[config.mk]
export PLATFORM = sky130hd
export DESIGN_NAME = wb_arbiter
export DESIGN_NICKNAME = d
export VERILOG_FILES = /design/src/rtl/wb_arbiter.sv
export SDC_FILE = /design/constraint.sdc
export NUM_CORES = 1
export LEC_CHECK = 0
export ABC_AREA = 1
export CORE_MARGIN = 2
export CORE_UTILIZATION = 25
export DETAILED_ROUTE_END_ITERATION = 7
export HOLD_SLACK_MARGIN = 0.08
export PLACE_DENSITY = 0.52
export SLEW_MARGIN = 20
export SYNTH_ARGS = -nofsm -noshare
export SYNTH_HDL_FRONTEND = slang
export SYNTH_SLANG_ARGS = --single-unit
[constraint.sdc]
create_clock -name clk -period 4.8 [get_ports clk]
set_input_delay 0.96 -clock clk [delete_from_list [all_inputs] [get_ports clk]]
set_output_delay 0.96 -clock clk [all_outputs]
set_load 0.02 [all_outputs]
[src/rtl/wb_arbiter.sv]
// Write-back arbiter for the register file's single write port (pipeline A vs long-latency B),
// plus a pending-destination scoreboard that drives the decode-stage hazard stall.
module wb_arbiter #(
  parameter int unsigned STARVE_MAX = 4
) (
  input  logic        clk,
  input  logic        rst,
  input  logic        a_valid,
  input  logic [4:0]  a_wa,
  input  logic [31:0] a_wd,
  output logic        a_stall,
  input  logic        b_valid,
  output logic        b_ready,
  input  logic [4:0]  b_wa,
  input  logic [31:0] b_wd,
  input  logic        iss_valid,
  input  logic [4:0]  iss_wa,
  output logic        iss_ready,
  input  logic [4:0]  ra1,
  input  logic [4:0]  ra2,
  input  logic        id_we,
  input  logic [4:0]  id_wa,
  output logic        hazard,
  output logic        writeReg,
  output logic [4:0]  wa,
  output logic [31:0] wd
);

  localparam int unsigned AW    = 5;
  localparam int unsigned DW    = 32;
  localparam int unsigned NREG  = 32;
  localparam int unsigned DEPTH = 2;
  localparam int unsigned CW    = 2;
  localparam int unsigned SW    = 4;
  localparam logic [SW-1:0] STARVE_LIM = SW'(STARVE_MAX);
  localparam logic [CW-1:0] FULL_CNT   = CW'(DEPTH);

  typedef struct packed {
    logic [AW-1:0] wa;
    logic [DW-1:0] wd;
  } entry_t;

  entry_t          fifo_q [DEPTH];
  logic            rd_ptr;
  logic            wr_ptr;
  logic [CW-1:0]   count;
  logic [CW-1:0]   count_n;
  logic [SW-1:0]   starve;
  logic [SW-1:0]   starve_n;
  logic            from_b;
  logic [NREG-1:0] pend;
  logic [NREG-1:0] pend_n;

  logic            fifo_nempty;
  logic            push;
  logic            pop;
  logic            force_b;
  logic            grant_a;
  logic            grant_b;
  logic [AW-1:0]   win_wa;
  logic [DW-1:0]   win_wd;
  logic            iss_set;
  entry_t          head;

  // Grant selection: forced B when A has starved it, else A, else B.
  always_comb begin
    head        = fifo_q[rd_ptr];
    fifo_nempty = (count != '0);
    b_ready     = (count != FULL_CNT);
    push        = b_valid && b_ready;
    force_b     = (starve == STARVE_LIM) && fifo_nempty;
    grant_a     = a_valid && !force_b;
    grant_b     = force_b || (!a_valid && fifo_nempty);
    pop         = grant_b;
    a_stall     = force_b;
    win_wa      = grant_b ? head.wa : a_wa;
    win_wd      = grant_b ? head.wd : a_wd;
  end

  // FIFO occupancy and starvation counter next state.
  always_comb begin
    count_n  = count;
    starve_n = starve;
    case ({push, pop})
      2'b10:   count_n = count + CW'(1);
      2'b01:   count_n = count - CW'(1);
      default: count_n = count;
    endcase
    if (!fifo_nempty || grant_b) begin
      starve_n = '0;
    end else if (grant_a && (starve != STARVE_LIM)) begin
      starve_n = starve + SW'(1);
    end
  end

  // Scoreboard: set on accepted issue, clear when a B result reaches the register file.
  always_comb begin
    iss_ready = !((iss_wa != '0) && pend[iss_wa]);
    iss_set   = iss_valid && iss_ready && (iss_wa != '0);
    pend_n    = pend;
    if (writeReg && from_b) begin
      pend_n[wa] = 1'b0;
    end
    if (iss_set) begin
      pend_n[iss_wa] = 1'b1;
    end
    pend_n[0] = 1'b0;
    hazard = pend[ra1] || pend[ra2] || (id_we && pend[id_wa]) || a_stall;
  end

  always_ff @(posedge clk) begin
    if (rst) begin
      rd_ptr <= 1'b0;
      wr_ptr <= 1'b0;
      count  <= '0;
      starve <= '0;
      pend   <= '0;
    end else begin
      if (push) begin
        fifo_q[wr_ptr] <= '{wa: b_wa, wd: b_wd};
        wr_ptr         <= ~wr_ptr;
      end
      if (pop) begin
        rd_ptr <= ~rd_ptr;
      end
      count  <= count_n;
      starve <= starve_n;
      pend   <= pend_n;
    end
  end

  // Output register; a $0 destination is consumed without a write.
  always_ff @(posedge clk) begin
    if (rst) begin
      writeReg <= 1'b0;
      wa       <= '0;
      wd       <= '0;
      from_b   <= 1'b0;
    end else if ((grant_a || grant_b) && (win_wa != '0)) begin
      writeReg <= 1'b1;
      wa       <= win_wa;
      wd       <= win_wd;
      from_b   <= grant_b;
    end else begin
      writeReg <= 1'b0;
      from_b   <= 1'b0;
    end
  end

endmodule

==> flow_summary.ini, run 1 <==
[outcome]
status = finished clean

[grt]
grt_pass1_wl_um = 39400
grt_overflow = 0
gr-usage-all-layers = 0.152
grt_max_degree = 41
grt_pass1_vias = 7130
antenna_found_initial = 6

[die]
die_area_um2 = 33600
rows = 65
ios = 142
core_um2 = 31600
initial_core_util = 0.254
die_x_um = 183
die_h_um = 183

[yosys]
syn_nets = 1158
ys_seq_elements = 153
synth_most_common_cell = nand2_1
ys_async_sr_fraction = 0
yosysSeqAreaShare = 0.474
ys_types = 33
synthCells = 1055
synth_edf_count = 74
syn_area_per_cell_um2 = 7.61
synth_area_leaders = edfxtp_1, dfxtp_1, nand2_1, nor2_1, nand3_1
yosys_warnings = 0
yosysTopAreaCell = edfxtp_1
synth_top_area_share = 0.277
synth.cell_area_um2 = 8030
synth_flop_cell = dfxtp_1
synth_common_cells = nand2_1, nor2_1, inv_1

[cts]
root_buffer = clkbuf_16
postCtsSetupBuffers = 0
clock-sinks = 153
cts_tree = built
ctsResizeCount = 0
numCtsBuffers = 17
cts_hold_buf = 0
clkSlewWorstSetupHoldPaths_ns = 0.06
clk_path_buf_depth = 2
htree_levels = 4
clkLatencyLatePin_ns = 0.42

[sta]
rsz0062_at_grt = no
max_slew_margin = 0.363
fin_crit_sh = 0.912
finalSetupViolCount = 0
tightestPinTransition_ns = 0.955
period_needed_ns = 4.38
skew_ns = 0.00996
slew_violations = 0
finalHoldViolations = 0
maxClockFrequency_mhz = 229
fin_ws_ns = 0.425
tns_ns = 0

[placed_design]
dp_hpwl_um = 17400
globalplace.congestion = 0.897
placed_area_um2 = 9740
portBuffers = 141
dp_slack_ns = 0.463

[min_path]
hp-class = flop to flop

[power]
vdd_drop_max_v = 0.000265
p_leak_nw = 4.17
p_per_area_nw_per_um2 = 404

[final_layout]
finalInstanceArea_um2 = 10400
area_growth_pct = 29.0
drive_gt1_frac = 0.0795
nFillCells = 3372
multiInputGateArea_um2 = 3510
final_core_util = 0.328
register_area_um2 = 3800
final_net_count = 1272

[job]
drv_cap = 0

[setup_path]
cp.required_ns = 3.84
endpoint_kind = output port
crit_path_max_fanout = 26
start_kind = input pin
timing_worst_setup_path_type = input pin to output port
crit_arrival_ns = 3.42

[route]
drt_pre_antenna_iters = 5
vias_per_cell = 4.77
drt_iter0_drc = 517
wl_per_cell_um = 16.0
drtAntennaViolNets = 0
drt-total-wl_um = 25400
vias = 7555
drc = 0
## sequential cells by signal, indices dropped and copies added (netlist names), named ones only
register and flops:
fifo_q 74, wd 32, pend 31, wa 5, starve 4, count 2
from_b 1, rd_ptr 1, wr_ptr 1, writeReg 1
## routing by layer
metal	track usage	part of all wire
met1	0.192	0.44
met4	0.0560	0.024
met2	0.243	0.45
met5	0	0.0015
met3	0.0500	0.082
## power breakdown
| group | switching [mW] | internal [mW] |
|---|---|---|
| combinational | 0.711 | 0.445 |
| sequential | 0.0958 | 1.52 |
| clock | 0.533 | 0.883 |
| total | 1.34 | 2.84 |
## final cells by class
cell class | instances | share of cell area
tap | 402 | 0.0485
timing repair buffer | 151 | 0.143
clock inverter | 12 | 0.0165
antenna | 1 | 0.000241
sequential | 153 | 0.367
clock buffer | 20 | 0.0431
multi-input combinational | 729 | 0.339
inverter | 117 | 0.0426
## metrics by stage
stage               hold slack [ns]  instances  total power [mW]
CTS                           0.451       1584              4.23
floorplan                     0.425       1055              2.37
detailed placement            0.446       1552              2.80
global placement              0.435       1552              2.80
global route                  0.481       1584              4.43
finish                        0.450       1585              4.18
## path summary, 6_finish.rpt
kind / depth (start not counted) / start / end / slack, ns
max: 11 / id_wa[0] / hazard / 0.42
min: 1 / rd_ptr / flop / 0.45
max reg2reg: 13 / starve[0] / wd[18] / 2.09
min reg2reg: 1 / rd_ptr / flop / 0.45
## cells in the final DEF, fill, tap and decap left out, types with 2 or more instances in the layout
master             n
o21ai_1            2
nand4_1           31
clkinv_1           2
inv_2              7
nor2_1           148
nand3_1          106
nor3_1             9
nor2_4             3
o21ai_0           58
edfxtp_1          74
inv_6              2
nor2_2            31
clkdlybuf4s50_1  141
nand2_4            3
inv_1            109
nand2_2            7
dfxtp_1           79
buf_4             10
bufinv_16          4
o211ai_1          19
nand2_1          213
clkinv_2           2
clkbuf_16         17
o31ai_1           32
a21oi_1           55
ha_1               3
clkbuf_1           2
## cell families (layout without fill, tap and decap cells)
logic type | count (synthesis) | in the layout | share of synthesized area
flip-flops | 153 | 153 | 0.474
other | 0 | 1 | 0
adder cells (fa/ha/maj) | 3 | 3 | 0.00467
AO/OA/AOI/OAI | 167 | 167 | 0.122
buffers and inverters | 173 | 300 | 0.0913
XOR/XNOR | 2 | 2 | 0.00218
AND/OR/NAND/NOR | 557 | 557 | 0.307
## worst max-delay path: stages
cell             delay, ns
clkdlybuf4s50_1       1.00
inv_1                 0.26
nand2_1               0.11
nand3_1               0.07
nand3_1               0.09
nand2_1               0.07
nand2_1               0.06
nand3_1               0.07
nand3_1               0.09
nand3_1               0.07
clkdlybuf4s50_1       0.54
Note: power is estimated with default switching activity, not from simulation.
==> run 2, diff against run 1 <==
--- a/config.mk
+++ b/config.mk
@@ -11,6 +11,7 @@
 export DETAILED_ROUTE_END_ITERATION = 7
 export HOLD_SLACK_MARGIN = 0.08
 export PLACE_DENSITY = 0.52
+export RECOVER_POWER = 50
 export SLEW_MARGIN = 20
 export SYNTH_ARGS = -nofsm -noshare
 export SYNTH_HDL_FRONTEND = slang
==> flow_summary.ini, run 2 (synthesized netlist as in run 1, its figures left out) <==
[route]
vias = 7572
drt-total-wl_um = 25400
vias_per_cell = 4.77
drt_pre_antenna_iters = 5
drt_iter0_drc = 547
drtAntennaViolNets = 0
drc = 0
wl_per_cell_um = 16.0

[die]
rows = 65
ios = 142
core_um2 = 31600
die_area_um2 = 33600
die_h_um = 183
initial_core_util = 0.254
die_x_um = 183

[cts]
postCtsSetupBuffers = 0
htree_levels = 4
clkSlewWorstSetupHoldPaths_ns = 0.06
ctsResizeCount = 0
clkLatencyLatePin_ns = 0.42
clk_path_buf_depth = 2
cts_hold_buf = 0
clock-sinks = 153
numCtsBuffers = 17
root_buffer = clkbuf_16
cts_tree = built

[final_layout]
finalInstanceArea_um2 = 10400
reg_top3 = fifo_q x74, wd x32, pend x31
nFillCells = 3373
final_net_count = 1272
drive_gt1_frac = 0.0778
largest_reg_flops = 74
final_cell_mix = nand2_1, nor2_1, inv_1
area_growth_pct = 29.0
mostFrequentLayoutCell = nand2_1
regMostFlops = fifo_q

[setup_path]
slowest_delay_ns = 1.00
crit_path_max_fanout = 26
crit_chain = clkdlybuf4s50_1 -> inv_1 -> nand2_1 -> nand3_1 -> nand3_1 -> nand2_1 -> nand2_1 -> nand3_1 -> nand3_1 -> nand3_1 -> clkdlybuf4s50_1
cp.required_ns = 3.84
slowest_stage = clkdlybuf4s50_1
start_kind = input pin
crit_family = buffers and inverters
r2r-end = fifo_q[1][8]
cpMostUsedCell = nand3_1
timing_worst_setup_path_type = input pin to output port
worst-path-buf-inv = 3
worst-path-stages = 11
endpoint_kind = output port
worstRegToRegCells = 5
crit_arrival_ns = 3.42
r2r_start = count[0]
crit_start = id_wa[0]
regToRegSetupSlack_ns = 1.78

[power]
p_per_area_nw_per_um2 = 400
vdd_drop_max_v = 0.000265
p_leak_nw = 4.25

[grt]
grt_overflow = 0
grt_pass1_vias = 7130
antenna_found_initial = 10
gr-usage-all-layers = 0.152
grt_pass1_wl_um = 39400
grt_max_degree = 41

[sta]
skew_ns = 0.0102
finalHoldViolations = 0
rsz0062_at_grt = no
tns_ns = 0
tightestPinTransition_ns = 2.46
maxClockFrequency_mhz = 228
max_slew_margin = -0.639
fin_crit_sh = 0.913
period_needed_ns = 4.38
slew_violations = 38
finalSetupViolCount = 0

[min_path]
worstHoldPathCells = 1
hp-start = rd_ptr
hold_end = rd_ptr
hp-class = flop to flop

[outcome]
violations = capacitance limit, slew limit
status = finished with violations

[placed_design]
dp_hpwl_um = 17400
placed_area_um2 = 9740
globalplace.congestion = 0.897
portBuffers = 141

[job]
drv_cap = 1
run 2: how the worst max path moves through the flow:
stage,end,slack [ns]
4_1_cts,hazard,0.46
5_1_grt,hazard,0.23
3_3_place_gp,hazard,0.52
6_report,hazard,0.42
2_1_floorplan,fifo_q[1][0],0.43
3_5_place_dp,hazard,0.46
run 2: where the power goes:
part           switching, mW  internal [mW]
sequential            0.0920           1.52
clock                  0.535          0.883
combinational          0.710          0.411
total                   1.34           2.81
run 2: final cells by class:
class | instances | area (um2) | share of cell area
Antenna cell | 5 | 12.5 | 0.00121
Timing Repair Buffer | 151 | 1480 | 0.143
Clock buffer | 20 | 447 | 0.0431
Clock inverter | 12 | 171 | 0.0165
Inverter | 117 | 442 | 0.0426
Tap cell | 402 | 503 | 0.0485
Multi-Input combinational cell | 729 | 3500 | 0.338
Sequential cell | 153 | 3800 | 0.367
run 2: routing by layer:
metal,up-vias,track usage,part of all wire
li1,3755,-,-
met1,3499,0.192,0.44
met2,264,0.243,0.45
met3,46,0.0500,0.084
met4,8,0.0560,0.023
met5,-,0,0.0020
run 2: worst reg2reg max path: cells and delay by family, from the launching register on:
| kind | cells | cell delay, ns |
|---|---|---|
| flip-flops | 1 | 0.35 |
| AND/OR/NAND/NOR | 3 | 0.36 |
| buffers and inverters | 2 | 1.83 |
run 2: stage by stage:
step | power [mW] | setup slack, ns | hold WS, ns | std cells | util
finish | 4.15 | 0.417 | 0.450 | 1589 | 0.328
global route | 4.39 | 0.233 | 0.481 | 1587 | 0.327
CTS | 4.23 | 0.455 | 0.451 | 1584 | 0.328
detailed placement | 2.80 | 0.463 | 0.446 | 1552 | 0.308
global placement | 2.80 | 0.517 | 0.435 | 1552 | 0.308
floorplan | 2.37 | 0.425 | 0.425 | 1055 | -
